File: src/rtl/memory_stage.sv
// Memory stage: up to two sequential load/store transfers on a single req/ack bus, then results to writeback.
// Latency: q_valid 1 cycle after accept with no bus work, else 1 cycle after the last ack; execute stalls meanwhile.
module memory_stage (
  input  logic        clk,
  input  logic        rst,
  input  logic        in_valid,
  output logic        in_ready,
  input  logic [31:0] r1,
  input  logic [31:0] r2,
  input  logic        cres,
  input  logic [31:0] m_a1,
  input  logic [31:0] m_a2,
  input  logic [3:0]  m_r1_op,
  input  logic [3:0]  m_r2_op,
  input  logic [4:0]  r_a1,
  input  logic [4:0]  r_a2,
  input  logic [3:0]  r_op,
  output logic        mem_req,
  output logic        mem_we,
  output logic [31:0] mem_addr,
  output logic [3:0]  mem_be,
  output logic [31:0] mem_wdata,
  input  logic [31:0] mem_rdata,
  input  logic        mem_ack,
  output logic [31:0] q1,
  output logic [31:0] q2,
  output logic [4:0]  qr_a1,
  output logic [4:0]  qr_a2,
  output logic [3:0]  qr_op,
  output logic        q_valid,
  output logic [1:0]  fault
);

  localparam logic [3:0] OP_LDW  = 4'b0001;
  localparam logic [3:0] OP_LDH  = 4'b0010;
  localparam logic [3:0] OP_LDB  = 4'b0011;
  localparam logic [3:0] OP_LDHS = 4'b0100;
  localparam logic [3:0] OP_LDBS = 4'b0101;
  localparam logic [3:0] OP_STW  = 4'b1001;
  localparam logic [3:0] OP_STH  = 4'b1010;
  localparam logic [3:0] OP_STB  = 4'b1011;

  typedef enum logic [1:0] {IDLE, ACC1, ACC2, OUT} state_t;
  state_t state, state_nxt;

  function automatic logic is_ld(input logic [3:0] op);
    return (op == OP_LDW) || (op == OP_LDH) || (op == OP_LDB) ||
           (op == OP_LDHS) || (op == OP_LDBS);
  endfunction

  function automatic logic is_st(input logic [3:0] op);
    return (op == OP_STW) || (op == OP_STH) || (op == OP_STB);
  endfunction

  function automatic logic is_word(input logic [3:0] op);
    return (op == OP_LDW) || (op == OP_STW);
  endfunction

  function automatic logic is_half(input logic [3:0] op);
    return (op == OP_LDH) || (op == OP_LDHS) || (op == OP_STH);
  endfunction

  function automatic logic aligned(input logic [3:0] op, input logic [31:0] a);
    if (is_word(op)) return a[1:0] == 2'b00;
    if (is_half(op)) return !a[0];
    return 1'b1;
  endfunction

  function automatic logic slot_active(input logic c, input logic [3:0] op, input logic [31:0] a);
    return c && (is_ld(op) || is_st(op)) && aligned(op, a);
  endfunction

  function automatic logic slot_fault(input logic c, input logic [3:0] op, input logic [31:0] a);
    return c && (is_ld(op) || is_st(op)) && !aligned(op, a);
  endfunction

  function automatic logic [3:0] lane_be(input logic [3:0] op, input logic [31:0] a);
    if (is_word(op)) return 4'b1111;
    if (is_half(op)) return a[1] ? 4'b1100 : 4'b0011;
    return 4'b0001 << a[1:0];
  endfunction

  function automatic logic [31:0] store_data(input logic [3:0] op, input logic [31:0] d);
    if (op == OP_STB) return {4{d[7:0]}};
    if (op == OP_STH) return {2{d[15:0]}};
    return d;
  endfunction

  function automatic logic [31:0] load_value(input logic [3:0] op, input logic [31:0] a,
                                             input logic [31:0] rd);
    logic [15:0] h;
    logic [7:0]  b;
    h = a[1] ? rd[31:16] : rd[15:0];
    b = rd[8*a[1:0] +: 8];
    case (op)
      OP_LDW:  return rd;
      OP_LDH:  return {16'h0000, h};
      OP_LDHS: return {{16{h[15]}}, h};
      OP_LDB:  return {24'h000000, b};
      OP_LDBS: return {{24{b[7]}}, b};
      default: return 32'h0;
    endcase
  endfunction

  // Squash wins over misalignment; a misaligned slot reads as zero.
  function automatic logic [31:0] slot_q(input logic c, input logic [3:0] op, input logic [31:0] a,
                                         input logic [31:0] r, input logic [31:0] rd);
    if (!c) return r;
    if (slot_fault(c, op, a)) return 32'h0;
    if (is_ld(op)) return load_value(op, a, rd);
    return r;
  endfunction

  // Latched copies of the accepted execute outputs
  logic [31:0] l_r1, l_r2, l_a1, l_a2, rd1, rd2;
  logic [3:0]  l_op1, l_op2, l_rop;
  logic [4:0]  l_ra1, l_ra2;
  logic        l_cres;

  // In IDLE the stage works on the live inputs so it can issue on the accept edge
  logic        idle, accept;
  logic [31:0] c_r1, c_r2, c_a1, c_a2, rd1_cur, rd2_cur;
  logic [3:0]  c_op1, c_op2, c_rop;
  logic [4:0]  c_ra1, c_ra2;
  logic        c_cres, act1, act2;

  assign idle    = (state == IDLE);
  assign accept  = idle && in_valid;
  assign c_r1    = idle ? r1      : l_r1;
  assign c_r2    = idle ? r2      : l_r2;
  assign c_a1    = idle ? m_a1    : l_a1;
  assign c_a2    = idle ? m_a2    : l_a2;
  assign c_op1   = idle ? m_r1_op : l_op1;
  assign c_op2   = idle ? m_r2_op : l_op2;
  assign c_rop   = idle ? r_op    : l_rop;
  assign c_ra1   = idle ? r_a1    : l_ra1;
  assign c_ra2   = idle ? r_a2    : l_ra2;
  assign c_cres  = idle ? cres    : l_cres;
  assign act1    = slot_active(c_cres, c_op1, c_a1);
  assign act2    = slot_active(c_cres, c_op2, c_a2);
  assign rd1_cur = (state == ACC1 && mem_ack) ? mem_rdata : rd1;
  assign rd2_cur = (state == ACC2 && mem_ack) ? mem_rdata : rd2;

  assign in_ready = idle;
  assign q_valid  = (state == OUT);

  logic        req_n, we_n;
  logic [31:0] addr_n, wdata_n;
  logic [3:0]  be_n;

  always_comb begin
    state_nxt = state;
    req_n     = mem_req;
    we_n      = mem_we;
    addr_n    = mem_addr;
    be_n      = mem_be;
    wdata_n   = mem_wdata;
    case (state)
      IDLE: begin
        if (in_valid) begin
          if (act1) begin
            state_nxt = ACC1;
            req_n     = 1'b1;
            we_n      = is_st(c_op1);
            addr_n    = {c_a1[31:2], 2'b00};
            be_n      = lane_be(c_op1, c_a1);
            wdata_n   = is_st(c_op1) ? store_data(c_op1, c_r1) : 32'h0;
          end else if (act2) begin
            state_nxt = ACC2;
            req_n     = 1'b1;
            we_n      = is_st(c_op2);
            addr_n    = {c_a2[31:2], 2'b00};
            be_n      = lane_be(c_op2, c_a2);
            wdata_n   = is_st(c_op2) ? store_data(c_op2, c_r2) : 32'h0;
          end else begin
            state_nxt = OUT;
          end
        end
      end
      ACC1: begin
        if (mem_ack) begin
          if (act2) begin
            state_nxt = ACC2;
            req_n     = 1'b1;
            we_n      = is_st(c_op2);
            addr_n    = {c_a2[31:2], 2'b00};
            be_n      = lane_be(c_op2, c_a2);
            wdata_n   = is_st(c_op2) ? store_data(c_op2, c_r2) : 32'h0;
          end else begin
            state_nxt = OUT;
            req_n     = 1'b0;
            we_n      = 1'b0;
            addr_n    = 32'h0;
            be_n      = 4'h0;
            wdata_n   = 32'h0;
          end
        end
      end
      ACC2: begin
        if (mem_ack) begin
          state_nxt = OUT;
          req_n     = 1'b0;
          we_n      = 1'b0;
          addr_n    = 32'h0;
          be_n      = 4'h0;
          wdata_n   = 32'h0;
        end
      end
      OUT:     state_nxt = IDLE;
      default: state_nxt = IDLE;
    endcase
  end

  always_ff @(posedge clk or negedge rst) begin
    if (!rst) begin
      state     <= IDLE;
      mem_req   <= 1'b0;
      mem_we    <= 1'b0;
      mem_addr  <= 32'h0;
      mem_be    <= 4'h0;
      mem_wdata <= 32'h0;
    end else begin
      state     <= state_nxt;
      mem_req   <= req_n;
      mem_we    <= we_n;
      mem_addr  <= addr_n;
      mem_be    <= be_n;
      mem_wdata <= wdata_n;
    end
  end

  always_ff @(posedge clk or negedge rst) begin
    if (!rst) begin
      l_r1 <= 32'h0; l_r2 <= 32'h0; l_a1 <= 32'h0; l_a2 <= 32'h0;
      l_op1 <= 4'h0; l_op2 <= 4'h0; l_rop <= 4'h0;
      l_ra1 <= 5'h0; l_ra2 <= 5'h0; l_cres <= 1'b0;
      rd1 <= 32'h0; rd2 <= 32'h0;
    end else begin
      if (accept) begin
        l_r1 <= r1; l_r2 <= r2; l_a1 <= m_a1; l_a2 <= m_a2;
        l_op1 <= m_r1_op; l_op2 <= m_r2_op; l_rop <= r_op;
        l_ra1 <= r_a1; l_ra2 <= r_a2; l_cres <= cres;
      end
      rd1 <= rd1_cur;
      rd2 <= rd2_cur;
    end
  end

  // Writeback outputs change only on entry to OUT and hold afterwards
  always_ff @(posedge clk or negedge rst) begin
    if (!rst) begin
      q1 <= 32'h0; q2 <= 32'h0;
      qr_a1 <= 5'h0; qr_a2 <= 5'h0; qr_op <= 4'h0; fault <= 2'b00;
    end else if (state_nxt == OUT) begin
      q1    <= slot_q(c_cres, c_op1, c_a1, c_r1, rd1_cur);
      q2    <= slot_q(c_cres, c_op2, c_a2, c_r2, rd2_cur);
      qr_a1 <= c_ra1;
      qr_a2 <= c_ra2;
      qr_op <= c_cres ? c_rop : 4'h0;
      fault <= {slot_fault(c_cres, c_op2, c_a2), slot_fault(c_cres, c_op1, c_a1)};
    end
  end

endmodule

File: config.mk
export PLATFORM = sky130hd
export DESIGN_NAME = memory_stage
export DESIGN_NICKNAME = d
export VERILOG_FILES = /design/src/rtl/memory_stage.sv
export SDC_FILE = /design/constraint.sdc
export NUM_CORES = 1
export LEC_CHECK = 0
export ABC_AREA = 1
export BUFFER_PORTS_ARGS = -buffer_cell sky130_fd_sc_hd__buf_2
export CAP_MARGIN = 30
export CELL_PAD_IN_SITES_DETAIL_PLACEMENT = 1
export CELL_PAD_IN_SITES_GLOBAL_PLACEMENT = 1
export CORE_MARGIN = 2
export CORE_UTILIZATION = 44
export DETAILED_ROUTE_END_ITERATION = 7
export PLACE_DENSITY = 0.95
export SLEW_MARGIN = 20
export SYNTH_ARGS = -nofsm -noshare
export SYNTH_HDL_FRONTEND = slang
export SYNTH_SLANG_ARGS = --single-unit
export TNS_END_PERCENT = 30
File: constraint.sdc
create_clock -name clk -period 4.1 [get_ports clk]
set_input_delay 0.41 -clock clk [delete_from_list [all_inputs] [get_ports clk]]
set_output_delay 0.41 -clock clk [all_outputs]
set_load 0.005 [all_outputs]
==> metrics.md <==
| Metric | Value |
|---|---|
| # hold bufs at CTS | `1` |
| DP Cell Count | `~4100` |
| Wire per inst | `22.2 um` |
| Most common cell after layout, fill and taps aside | `nand2_1` |
| DP HPWL | `about 65000 um` |
| Total Wirelength | `approximately 93000 um` |
| Final TNS setup | `0 ps` |
| Die height | `227 um` |
| Length of routed wiring on met1 | `about 37000 um` |
| ANT nets after route | `0` |
| Input/output buffers | `around 340` |
| Area contributors post-synth | `dfrtp_1 (42%), nand2_1 (23%), o21ai_0 (9.8%), inv_1 (5.1%), nand3_1 (4.6%)` |
| Aggregate global-route resource usage | `a little over a third` |
| Fraction of layout cells with a size suffix above 1 | `approximately 15%` |
| Placer Congestion | `1.01` |
| Cells after Synth | `about 3300` |
| Min-Delay Startpoint | `r_op[0]` |
| Vias in the first global route | `about 24000` |
| Post-route insts no fill | `roughly 4200` |
| Max Cap Viol | `0` |
| Synth Area per Inst | `roughly 6.7 um2` |
| H-tree depth reported by CTS | `2` |
| Routed vias | `~24000` |
| Clock skew | `34.8 ps` |
| RSZ-0062 raised after global routing | `no` |
| Most frequent cells in the layout | `nand2_1 (1340), o21ai_0 (428), dfrtp_1 (365), buf_2 (337), inv_1 (297)` |
| R2r endpoint | `mem_be[3]$_DFFE_PN0P_` |
| # fillers | `6477` |
| Min Tclk post-route | `approximately 3900 ps` |
| Final cycle utilization of the critical path | `between 90% and 100%` |
| Least-Margin Pin Slew | `around 1200 ps` |
| Critical Path Fanout Max | `38` |
| Synthesized area | `21900 um2` |
| Top layer used by detailed routing | `met5` |
| Detailed-route DRC error count | `0` |
| Synth warn | `0` |
| Clock buffer count from CTS | `42` |
| Core outline area | `49000 um2` |
| WL met3 | `roughly 8400 um` |
| Initial DRC count | `~2700` |
| Fmax achieved | `between 200 and 300 MHz` |
| Final Slew Violations | `0` |
| DIE AREA | `51500 um2` |
| Antenna violations before repair | `22` |
| Via density | `about 5.8` |
| Post-synth top area share | `41.8%` |
| Clk_lat worst skew | `around 600 ps` |
| Area growth syn-to-layout | `16.8%` |
| Initial core utilization | `44.6%` |
| Yosys cell types | `36` |
| Reg2reg path depth | `18` |
| Largest area contributor in the netlist | `dfrtp_1` |
| WHS Endpoint | `l_rop[0]$_DFFE_PN0P_` |
| CTS tree | `done` |
| Flop2flop setup slack | `about 240 ps` |
| Crit path kind | `flip-flop to flip-flop` |
| Reg clk slew, reported paths | `~60 ps` |
| Layout Nets | `about 3700` |
| Slew HR | `a little over a fifth` |
| Critical Path AT | `around 4400 ps` |
| # rows | `81` |
| Storage cell area | `9130 um2` |
| Reg-to-reg startpoint | `state[0]$_DFF_PN0_` |
| Final-report setup violation count | `0` |
| Met2 Routed Length | `approximately 43000 um` |
| Die Wd | `between 200 and 250 um` |
| Outcome | `finished, final reports clean` |
| Global route overflow | `0` |
| Final hold violation count | `0` |
| Clk sinks | `around 370` |
| Worst Setup Start Kind | `flip-flop` |
| Sequential cell area fraction in the yosys report | `between 40% and 50%` |
| Clk Tree Root Cell | `clkbuf_16` |
| Type of destination of the critical path | `flip-flop` |
| Drt first pass iters | `6` |
| Top-Level Pins | `339` |
| Critical Path RT | `~4600 ps` |
| Yosys reg bits | `between 300 and 400` |
| Cts repair resizes | `0` |
| Clock buffer depth | `3` |
| Largest net degree at the start of global routing | `approximately 200` |
| Area of the multi-input gates | `about 11000 um2` |
| Setup repair bufs after CTS | `0` |
| First-pass GRT wire length | `around 140000 um` |
| Hold Path Cell Cnt | `3` |
| Worst hold path type | `input pin to flip-flop` |
==> state kept, by name, indices dropped and copies added (netlist names), 4 cells and up <==
name       cells
qr_a1          5
l_r1          32
qr_op          4
l_ra2          5
l_a2          32
l_ra1          5
mem_wdata     32
q2            32
mem_addr      30
rd2           32
l_op1          4
q1            32
l_a1          32
l_rop          4
l_op2          4
l_r2          32
mem_be         4
rd1           32
qr_a2          5
==> how the worst max path moves through the flow <==
stage	to	slack, ps	start	cells past startpoint
finish	mem_be[3]$_DFFE_PN0P_	240	state[0]$_DFF_PN0_	18
global route	mem_be[3]$_DFFE_PN0P_	20	state[0]$_DFF_PN0_	20
CTS	q2[27]$_DFFE_PN0N_	360	state[0]$_DFF_PN0_	16
detailed placement	q1[21]$_DFFE_PN0N_	400	state[0]$_DFF_PN0_	16
global placement	mem_be[3]$_DFFE_PN0P_	540	state[0]$_DFF_PN0_	20
floorplan	mem_addr[21]$_DFFE_PN0P_	1590	state[0]$_DFF_PN0_	19
==> per-stage QoR <==
step / hold WS, ps / setup slack (ps) / instance area (um2) / util [%]
2_1_floorplan: 114 / 1590 / 21900 / -
3_3_place_gp: 451 / 536 / 24000 / 49.1
3_5_place_dp: 453 / 404 / 24000 / 49.1
4_1_cts: 25.3 / 357 / 25400 / 52.0
5_1_grt: 57.0 / 18.8 / 25500 / 52.1
6_report: 36.8 / 235 / 25500 / 52.1
==> worst max-delay path, cell delays in order, from the launching register on <==
cell,delay (ps)
dfrtp_1,410
inv_1,210
ha_4,410
inv_4,200
nand2_1,120
nand2_2,210
nor2_4,280
inv_2,100
nand3_1,100
nand2_1,120
nor2_4,170
buf_4,480
nand2_2,130
nor2_1,120
buf_4,220
nand2_1,70
o21ai_1,210
nand2_1,100
nand2_1,80
==> cell families after synthesis <==
| logic type | Yosys count | synth area share (%) |
|---|---|---|
| AND/OR/NAND/NOR | 1839 | 34.7 |
| buffers and inverters | 522 | 9.67 |
| other | 1 | 0.0172 |
| flip-flops | 365 | 41.8 |
| adder cells (fa/ha/maj) | 5 | 0.286 |
| AO/OA/AOI/OAI | 548 | 13.5 |
==> per-layer routing <==
layer,track usage [%],vias up
met1,45.8,11900
met2,57.6,1139
met3,8.38,316
met4,18.1,36
met5,0,-
li1,-,10900
==> synth_stat cells <==
library cell  number
clkinv_1           1
nand4_1           73
ha_1               5
nand2_2            9
o221ai_1           1
inv_4              1
clkbuf_1         122
nor2_1           149
nand3_4            1
nand3b_1          26
buf_4             18
nor2_2             4
or2_2             23
o211ai_1          64
conb_1             1
nand3_1          203
nor2_4             2
o21ai_0          428
nand2_1         1341
a211oi_1           9
buf_2             48
and2_1             1
o21ai_2            1
clkinv_2           1
inv_2              8
a21oi_1           30
nand3_2            4
o21bai_1           4
inv_1            298
a22oi_1            1
o22ai_1            6
dfrtp_1          365
o21ai_1            4
nor3_1             3
buf_1             22
buf_6              3
==> layout make-up <==
class / instances / share of cell area [%]
diodes: 7 / 0.0686
multi-input cells: 2394 / 41.8
well taps: 664 / 3.26
flip-flops and latches: 365 / 35.8
inverters: 309 / 4.56
clock buffers: 60 / 4.86
clock inverters: 17 / 0.667
repair buffers: 400 / 9.02
Power is left out: the tool's default activity adds up to more than one toggle a clock period on the data nets, which glitch-free logic cannot reach.
